--- config.mk ---
export PLATFORM = sky130hd
export DESIGN_NAME = handshake_fifo_buffer
export DESIGN_NICKNAME = d
export VERILOG_FILES = /design/src/rtl/handshake_pkg.sv /design/src/rtl/handshake_fifo_ptr.sv /design/src/rtl/handshake_fifo_buffer.sv
export SDC_FILE = /design/constraint.sdc
export NUM_CORES = 1
export LEC_CHECK = 0
export CAP_MARGIN = 5
export CORE_MARGIN = 2
export CORE_UTILIZATION = 50
export CTS_BUF_LIST = sky130_fd_sc_hd__clkbuf_2 sky130_fd_sc_hd__clkbuf_4 sky130_fd_sc_hd__clkbuf_8
export CTS_CLUSTER_DIAMETER = 50
export CTS_CLUSTER_SIZE = 40
export DETAILED_ROUTE_END_ITERATION = 10
export PLACE_DENSITY_LB_ADDON = 0.05
export SYNTH_ARGS = -nofsm -noshare
export SYNTH_HDL_FRONTEND = slang
export SYNTH_SLANG_ARGS = --single-unit
--- constraint.sdc ---
create_clock -name clk -period 4.7 [get_ports clk]
set_input_delay 0.705 -clock clk [delete_from_list [all_inputs] [get_ports clk]]
set_output_delay 0.705 -clock clk [all_outputs]
set_load 0.01 [all_outputs]
--- src/rtl/handshake_pkg.sv ---
// Shared sizing helpers for the handshake FIFO buffer and its pointer registers.
package handshake_pkg;

    localparam int MAX_SLOTS = 64;

    // Pointer width; a depth of 1 would otherwise collapse to zero bits.
    function automatic int ptr_w(input int num_slots);
        return (num_slots < 2) ? 1 : $clog2(num_slots);
    endfunction

    function automatic int cnt_w(input int num_slots);
        return $clog2(num_slots + 1);
    endfunction

endpackage

--- src/rtl/handshake_fifo_ptr.sv ---
// Wrap-around slot pointer with enable; wraps explicitly at NUM_SLOTS-1 so any depth works.
module handshake_fifo_ptr
    import handshake_pkg::*;
#(
    parameter int NUM_SLOTS = 2,
    localparam int PTR_W = ptr_w(NUM_SLOTS)
) (
    input  logic             clk,
    input  logic             rst,
    input  logic             en,
    output logic [PTR_W-1:0] ptr
);

    localparam logic [PTR_W-1:0] LAST = PTR_W'(NUM_SLOTS - 1);

    logic [PTR_W-1:0] ptr_q, ptr_d;

    always_comb begin
        ptr_d = ptr_q;
        if (en) begin
            ptr_d = (ptr_q == LAST) ? '0 : ptr_q + PTR_W'(1);
        end
    end

    always_ff @(posedge clk or negedge rst) begin
        if (!rst) begin
            ptr_q <= '0;
        end else begin
            ptr_q <= ptr_d;
        end
    end

    assign ptr = ptr_q;

endmodule

--- src/rtl/handshake_fifo_buffer.sv ---
// Elastic valid/ready FIFO stage that breaks the combinational ready path.
// Optional same-cycle pass-through when empty: define HANDSHAKE_FIFO_BYPASS_EN.
module handshake_fifo_buffer
    import handshake_pkg::*;
#(
    parameter int DATA_WIDTH = 32,
    parameter int NUM_SLOTS  = 2
) (
    input  logic                  clk,
    input  logic                  rst,
    input  logic [DATA_WIDTH-1:0] ins,
    input  logic                  ins_valid,
    output logic                  ins_ready,
    output logic [DATA_WIDTH-1:0] outs,
    output logic                  outs_valid,
    input  logic                  outs_ready
);

    localparam int PTR_W = ptr_w(NUM_SLOTS);
    localparam int CNT_W = cnt_w(NUM_SLOTS);
    localparam logic [CNT_W-1:0] FULL_CNT = CNT_W'(NUM_SLOTS);

    if (NUM_SLOTS < 2 || NUM_SLOTS > MAX_SLOTS) begin : g_bad_depth
        $error("handshake_fifo_buffer: NUM_SLOTS out of range 2..64");
    end

    logic [DATA_WIDTH-1:0] mem_q [NUM_SLOTS];
    logic [DATA_WIDTH-1:0] mem_d [NUM_SLOTS];
    logic [CNT_W-1:0]      count_q, count_d;
    logic [PTR_W-1:0]      head_ptr, tail_ptr;
    logic                  empty, full, push, pop, wr_en, rd_en;

    always_comb begin
        empty = (count_q == '0);
        full  = (count_q == FULL_CNT);
        // Gated with reset so the producer sees no ready while the buffer is held in reset.
        ins_ready = rst & ~full;
        push      = ins_valid & ins_ready;
`ifdef HANDSHAKE_FIFO_BYPASS_EN
        outs_valid = ~empty | (rst & ins_valid);
        outs       = (empty & rst & ins_valid) ? ins : mem_q[head_ptr];
        pop        = outs_valid & outs_ready;
        // A token that passes straight through is neither stored nor popped from storage.
        wr_en      = push & ~(empty & outs_ready);
        rd_en      = pop & ~empty;
`else
        outs_valid = ~empty;
        outs       = mem_q[head_ptr];
        pop        = outs_valid & outs_ready;
        wr_en      = push;
        rd_en      = pop;
`endif
    end

    always_comb begin
        count_d = count_q;
        case ({wr_en, rd_en})
            2'b10:   count_d = count_q + CNT_W'(1);
            2'b01:   count_d = count_q - CNT_W'(1);
            default: count_d = count_q;
        endcase
    end

    always_comb begin
        mem_d = mem_q;
        if (wr_en) begin
            mem_d[tail_ptr] = ins;
        end
    end

    always_ff @(posedge clk or negedge rst) begin
        if (!rst) begin
            count_q <= '0;
            for (int i = 0; i < NUM_SLOTS; i++) begin
                mem_q[i] <= '0;
            end
        end else begin
            count_q <= count_d;
            mem_q   <= mem_d;
        end
    end

    handshake_fifo_ptr #(.NUM_SLOTS(NUM_SLOTS)) u_head_ptr (
        .clk (clk),
        .rst (rst),
        .en  (rd_en),
        .ptr (head_ptr)
    );

    handshake_fifo_ptr #(.NUM_SLOTS(NUM_SLOTS)) u_tail_ptr (
        .clk (clk),
        .rst (rst),
        .en  (wr_en),
        .ptr (tail_ptr)
    );

endmodule

# After elaboration in Yosys (flattened, before gate mapping)
# Index checks and enable logic that the tools add are counted.
dict set report totals {
  ff_bits 68
  input_bits 36
  out_inout_bits 34
  elab_cells 34
}
dict set report op_classes {
  addsub 4
  magnitude_cmp 3
  eq_ne 3
  n_mux 9
  bitwise_logic 7
  reduce_logical 3
}
# cell n
set ops {}
lappend ops {{$mux W32} 4}
lappend ops {{$bwmux W64} 1}
lappend ops {{$demux W32 S1} 1}
lappend ops {{$eq A2 B2 Y1 const B} 2}
lappend ops {{$ge A2 B2 Y1 const B} 2}
lappend ops {{$not A1 Y2} 2}
lappend ops {{$pmux W2 S2} 1}
lappend ops {{$and A1 B1 Y1} 3}
lappend ops {{$add A1 B1 Y1 const B} 2}
lappend ops {{$add A2 B1 Y2 const B} 1}
lappend ops {{$eq A2 B1 Y1 const B} 1}
lappend ops {{$logic_not A2 Y1} 1}
lappend ops {{$lt A2 B1 Y1 const B} 1}
lappend ops {{$mux W1} 2}
lappend ops {{$not A1 Y1} 2}
lappend ops {{$reduce_bool A2 Y1} 1}
lappend ops {{$sub A2 B1 Y2 const B} 1}
lappend ops {{$logic_and A1 B1 Y1} 1}

# Longest topological paths before layout
dict set report logic_depth {
  ltp_word 6
  depth_mapped 6
  mapped_depth_nobuf 6
}

# Hierarchy
# A second synthesis with hierarchy kept.
dict set report hier_totals {
  cells_unflattened 190
  hier_area_um2 3155.5
}
# mod n_inst cells_each area_each_um2 seq_area_each_um2
set modules_own_cells {}
lappend modules_own_cells {handshake_fifo_buffer 1 186 3088.0 1651.6}
lappend modules_own_cells {handshake_fifo_ptr 2 2 33.8 25.0}

# Worst setup path before layout
# No wires, ideal clock.
dict set report synth_path {
  kind {register to output}
  startpoint {register u_head_ptr.ptr_q (netlist: u_head_ptr.ptr)}
  endpoint {output port outs[0]}
  arrival_ns 1.104
  required_ns 3.995
  slack_ns 2.891
  path_stages_with_launch 4
  n_path_buf 2
  path_cell_list {dfrtp_1 > clkbuf_1 > buf_2 > mux2_2}
}
dict set report synth_via {
  elab_chain_len 4
}
# element line
set synth_lines {}
lappend synth_lines {{from (decl)} handshake_fifo_ptr.sv:16} ;# logic [PTR_W-1:0] ptr_q, ptr_d;
lappend synth_lines {{from (signal assigned)} handshake_fifo_ptr.sv:29} ;# ptr_q <= ptr_d;
lappend synth_lines {{$not A1 Y2 (implied by the code)} handshake_fifo_buffer.sv:48} ;# outs = mem_q[head_ptr];
lappend synth_lines {{$mux W32 (implied by the code) (3 in a row)} handshake_fifo_buffer.sv:48}
lappend synth_lines {{to (decl)} handshake_fifo_buffer.sv:14} ;# output logic [DATA_WIDTH-1:0] outs,
# Every way passes these cells. The select of a mux whose other input is x is not followed.

# Worst setup path after layout
dict set report layout_path {
  startpoint {register u_head_ptr.ptr_q (netlist: u_head_ptr.ptr)}
  endpoint {output port outs[3]}
}
# The elaborated chain is that of the path after synthesis.

==> summary.md <==
| Metric | Value |
|---|---|
| Status | complete, no violations |
| Number of synthesized flops with an enable pin | 0 |
| Setup TNS | 0 ns |
| Synthesized flop and latch total | 68 |
| CP required | around 4 ns |
| Slack of the critical path | approximately 1.6 ns |
| CP startpoint | u_head_ptr.ptr$_DFFE_PN0P_ |
| Final total power | 3.02 mW |
| Cells after Synth | 189 |
| DRT Wirelength | 5670 µm |
| Vias | 1733 |
| CTS Buf Count | 9 |
| CTS sink cnt | 68 |
| Area of the multi-input gates | 0.00133 mm² |
| Rows | 28 |
| Hold_buf cts | 0 |
| Clock Skew | 0.00433 ns |
| Compound-cell area share of the yosys netlist | 0% |
| Post_cts resized | 0 |
| Vias in the first global route | 1860 |
| Share of cells above drive strength 1 | between 40 and 50% |
| Max VDD drop | 0.396 mV |
| Pre-CTS setup slack | 1.85 ns |
| Ports | 70 |
| Tightest Hold Check Type | primary input to async pin |
| Post-synthesis cell type count | 19 |
| Ys flop type | dfrtp_1 |
| Largest net degree at the start of global routing | 66 |
| Post-synthesis mux area share | 37.9% |
| Main combinational cell family by area after synthesis | multiplexers |
| Placed Cells | 324 |
| FF-to-FF Start | count_q[0]$_DFFE_PN0P_ |
| Die H | 83.4 µm |
| CTS Buffer Depth | 2 |
| YS warnings | 0 |
| Adder-Cell Fraction of Synth Area | 0.397% |
| Post-Layout Cell Count | 340 |
| DP HPWL | 3690 µm |
| CP arrival | 2.42 ns |
| Synthesized area per cell | 16.7 µm² |
| DR WL/cell | 16.7 µm |
| Placer Congestion | 0.722 |
| Fillers | between 400 and 500 |
| Post-route ant nets | 0 |
| Ranking of synthesized cells by area | dfrtp_1 54%, mux2_2 23%, mux2_4 14% |
| Die Span X | 83.4 µm |
| Simple-gate share of the synthesized area | around 2.3% |
| Slew Limit Fails | 0 |
| CTS Root Cell | clkbuf_8 |
| Die Footprint | 0.00695 mm² |
| Mapped Area | about 0.0031 mm² |
| ANT cells | 0 |
| Worst-margin pin slew | 1.11 ns |
| Buffers on Ports | 69 |
| CP Max Fanout | 19 |
| Initial antenna violation count | 0 |
| Critical path launch point type | flop |
| Post-synth top area share | between 50% and 60% |
| Leakage | 1.75 nW |
| Syn Nets | 226 |
| Most common cell in the netlist | dfrtp_1 |
| Slowest cell on crit path | dfrtp_1 |
| Largest area contributor in the netlist | dfrtp_1 |
| Worst-skew pair later-pin latency | 0.34 ns |
| CTS tree | built |
| Core footprint | between 0.005 and 0.006 mm² |
| Drt via density | 5.10 |
| RSZ-0062 raised after global routing | no |
| Crit path kind | flop to primary output |
| Clock-pin slew on the worst setup and hold paths | 0.07 ns |
| Async S/R FF share, synth | 100% |
| Maxcap violations | 0 |
| Area delta synth->final | 28.8% |
| Nets@finish | slightly below 300 |
| Final setup fails | 0 |
| Total GRT Usage | 17.6% |
| First-pass GRT wire length | 9470 µm |
| Post-Synth XOR/XNOR Area | approximately 1.4% |
| Initial core utilization | a little over half |
| PwrDens | ~740 mW/mm² |
| # H-tree levels | 3 |
| Achievable Freq | around 320 MHz |
| Critical Path Sink Type | primary output |
| Total global routing overflow | 0 |
| Final period util | between 60% and 70% |
| Final routed DRC violation total | 0 |
| Initial drt markers | about 80 |
| Final hold vios | 0 |
| Post-synth top cells | 68 x dfrtp_1, 64 x mux2_2, 30 x mux2_4 |
| Sequential share of the synthesized area | between 50% and 60% |
| Slowest cell delay on critical path | 0.86 ns |
| Post-CTS Repair Setup Buffers | 0 |
| Register Area | 0.00170 mm² |
| Crit-path cells | buf_4 -> mux2_2 -> clkdlybuf4s50_1 |
| TritonRoute pass-1 iters | 3 |
| Final worst path period need | approximately 3.1 ns |
| Normalized max-slew margin | 26.2% |
per-stage QoR:
step	hold slack [ns]	cell area [µm²]	util, %
5_1_grt	0.181	4060	67.7
3_5_place_dp	0.482	3820	63.8
4_1_cts	0.182	4060	67.7
3_3_place_gp	0.468	3820	63.8
2_1_floorplan	0.409	3150	-
6_report	0.201	4060	67.7
final cells by class:
cell class                      count  share of cell area (%)
Clock buffer                       12                    4.07
Timing Repair Buffer               71                    17.3
Multi-Input combinational cell    110                    32.7
Tap cell                           75                    2.31
Sequential cell                    68                    41.9
Clock inverter                      4                    1.73
worst max-delay path, delay by kind of cell (launching register included):
kind | cells | cell delay [ns]
flip-flops | 1 | 0.86
buffers and inverters | 2 | 0.85
multiplexers | 1 | 0.37
kinds of logic after synthesis:
kind of cell               after synthesis
xor gates and xnor gates                 5
buffers and inverters                   11
DFF                                     68
muxes                                   96
and+or+nand+nor                          8
adders and majority gates                1
state kept, by name, summed over array words and instances, names as in the netlist:
| register | cells |
|---|---|
| count_q | 2 |
| mem_q | 64 |
| u_head_ptr.ptr | 1 |
| u_tail_ptr.ptr | 1 |
layout by cell type, fill, tap and decap left out:
cell | synthesis | routed
and2_1 | 1 | 1
mux2_2 | 64 | 64
ha_1 | 1 | 1
bufinv_16 | 0 | 2
and4b_2 | 0 | 1
clkinv_2 | 0 | 2
or2_2 | 1 | 1
mux2_4 | 30 | 30
xor2_1 | 2 | 2
nand2b_4 | 1 | 1
mux2_1 | 2 | 2
buf_2 | 3 | 1
and2_2 | 1 | 1
clkbuf_8 | 0 | 12
nand4_4 | 1 | 1
dfrtp_1 | 68 | 68
clkdlybuf4s50_1 | 0 | 68
nand3_1 | 1 | 1
xnor2_1 | 3 | 3
buf_4 | 0 | 2
nor2_1 | 1 | 1
worst paths after layout:
kind	to	slack, ns	depth (start not counted)
setup / recovery	outs[3]	1.57	3
hold / removal	u_tail_ptr.ptr$_DFFE_PN0N_	0.20	1
setup reg to reg	mem_q[63]$_DFFE_PN0P_	2.59	3
hold reg to reg	mem_q[31]$_DFFE_PN0P_	0.49	1
max in group asynchronous	mem_q[6]$_DFFE_PN0P_	3.47	2
min in group clk	mem_q[31]$_DFFE_PN0P_	0.49	1
layer usage:
layer	part of all wire [%]	vias to the layer above	track usage, %
li1	-	815	-
met1	46	866	23.6
met2	47	46	26.5
met3	5.3	6	6.76
met4	1.1	0	5.22
met5	0	-	0
report_power, final:
group	internal [mW]	switching, mW
sequential	0.885	0.191
clock	0.341	0.213
combinational	0.943	0.443
total	2.17	0.846
No activity file was read; power rests on OpenSTA's default activity.
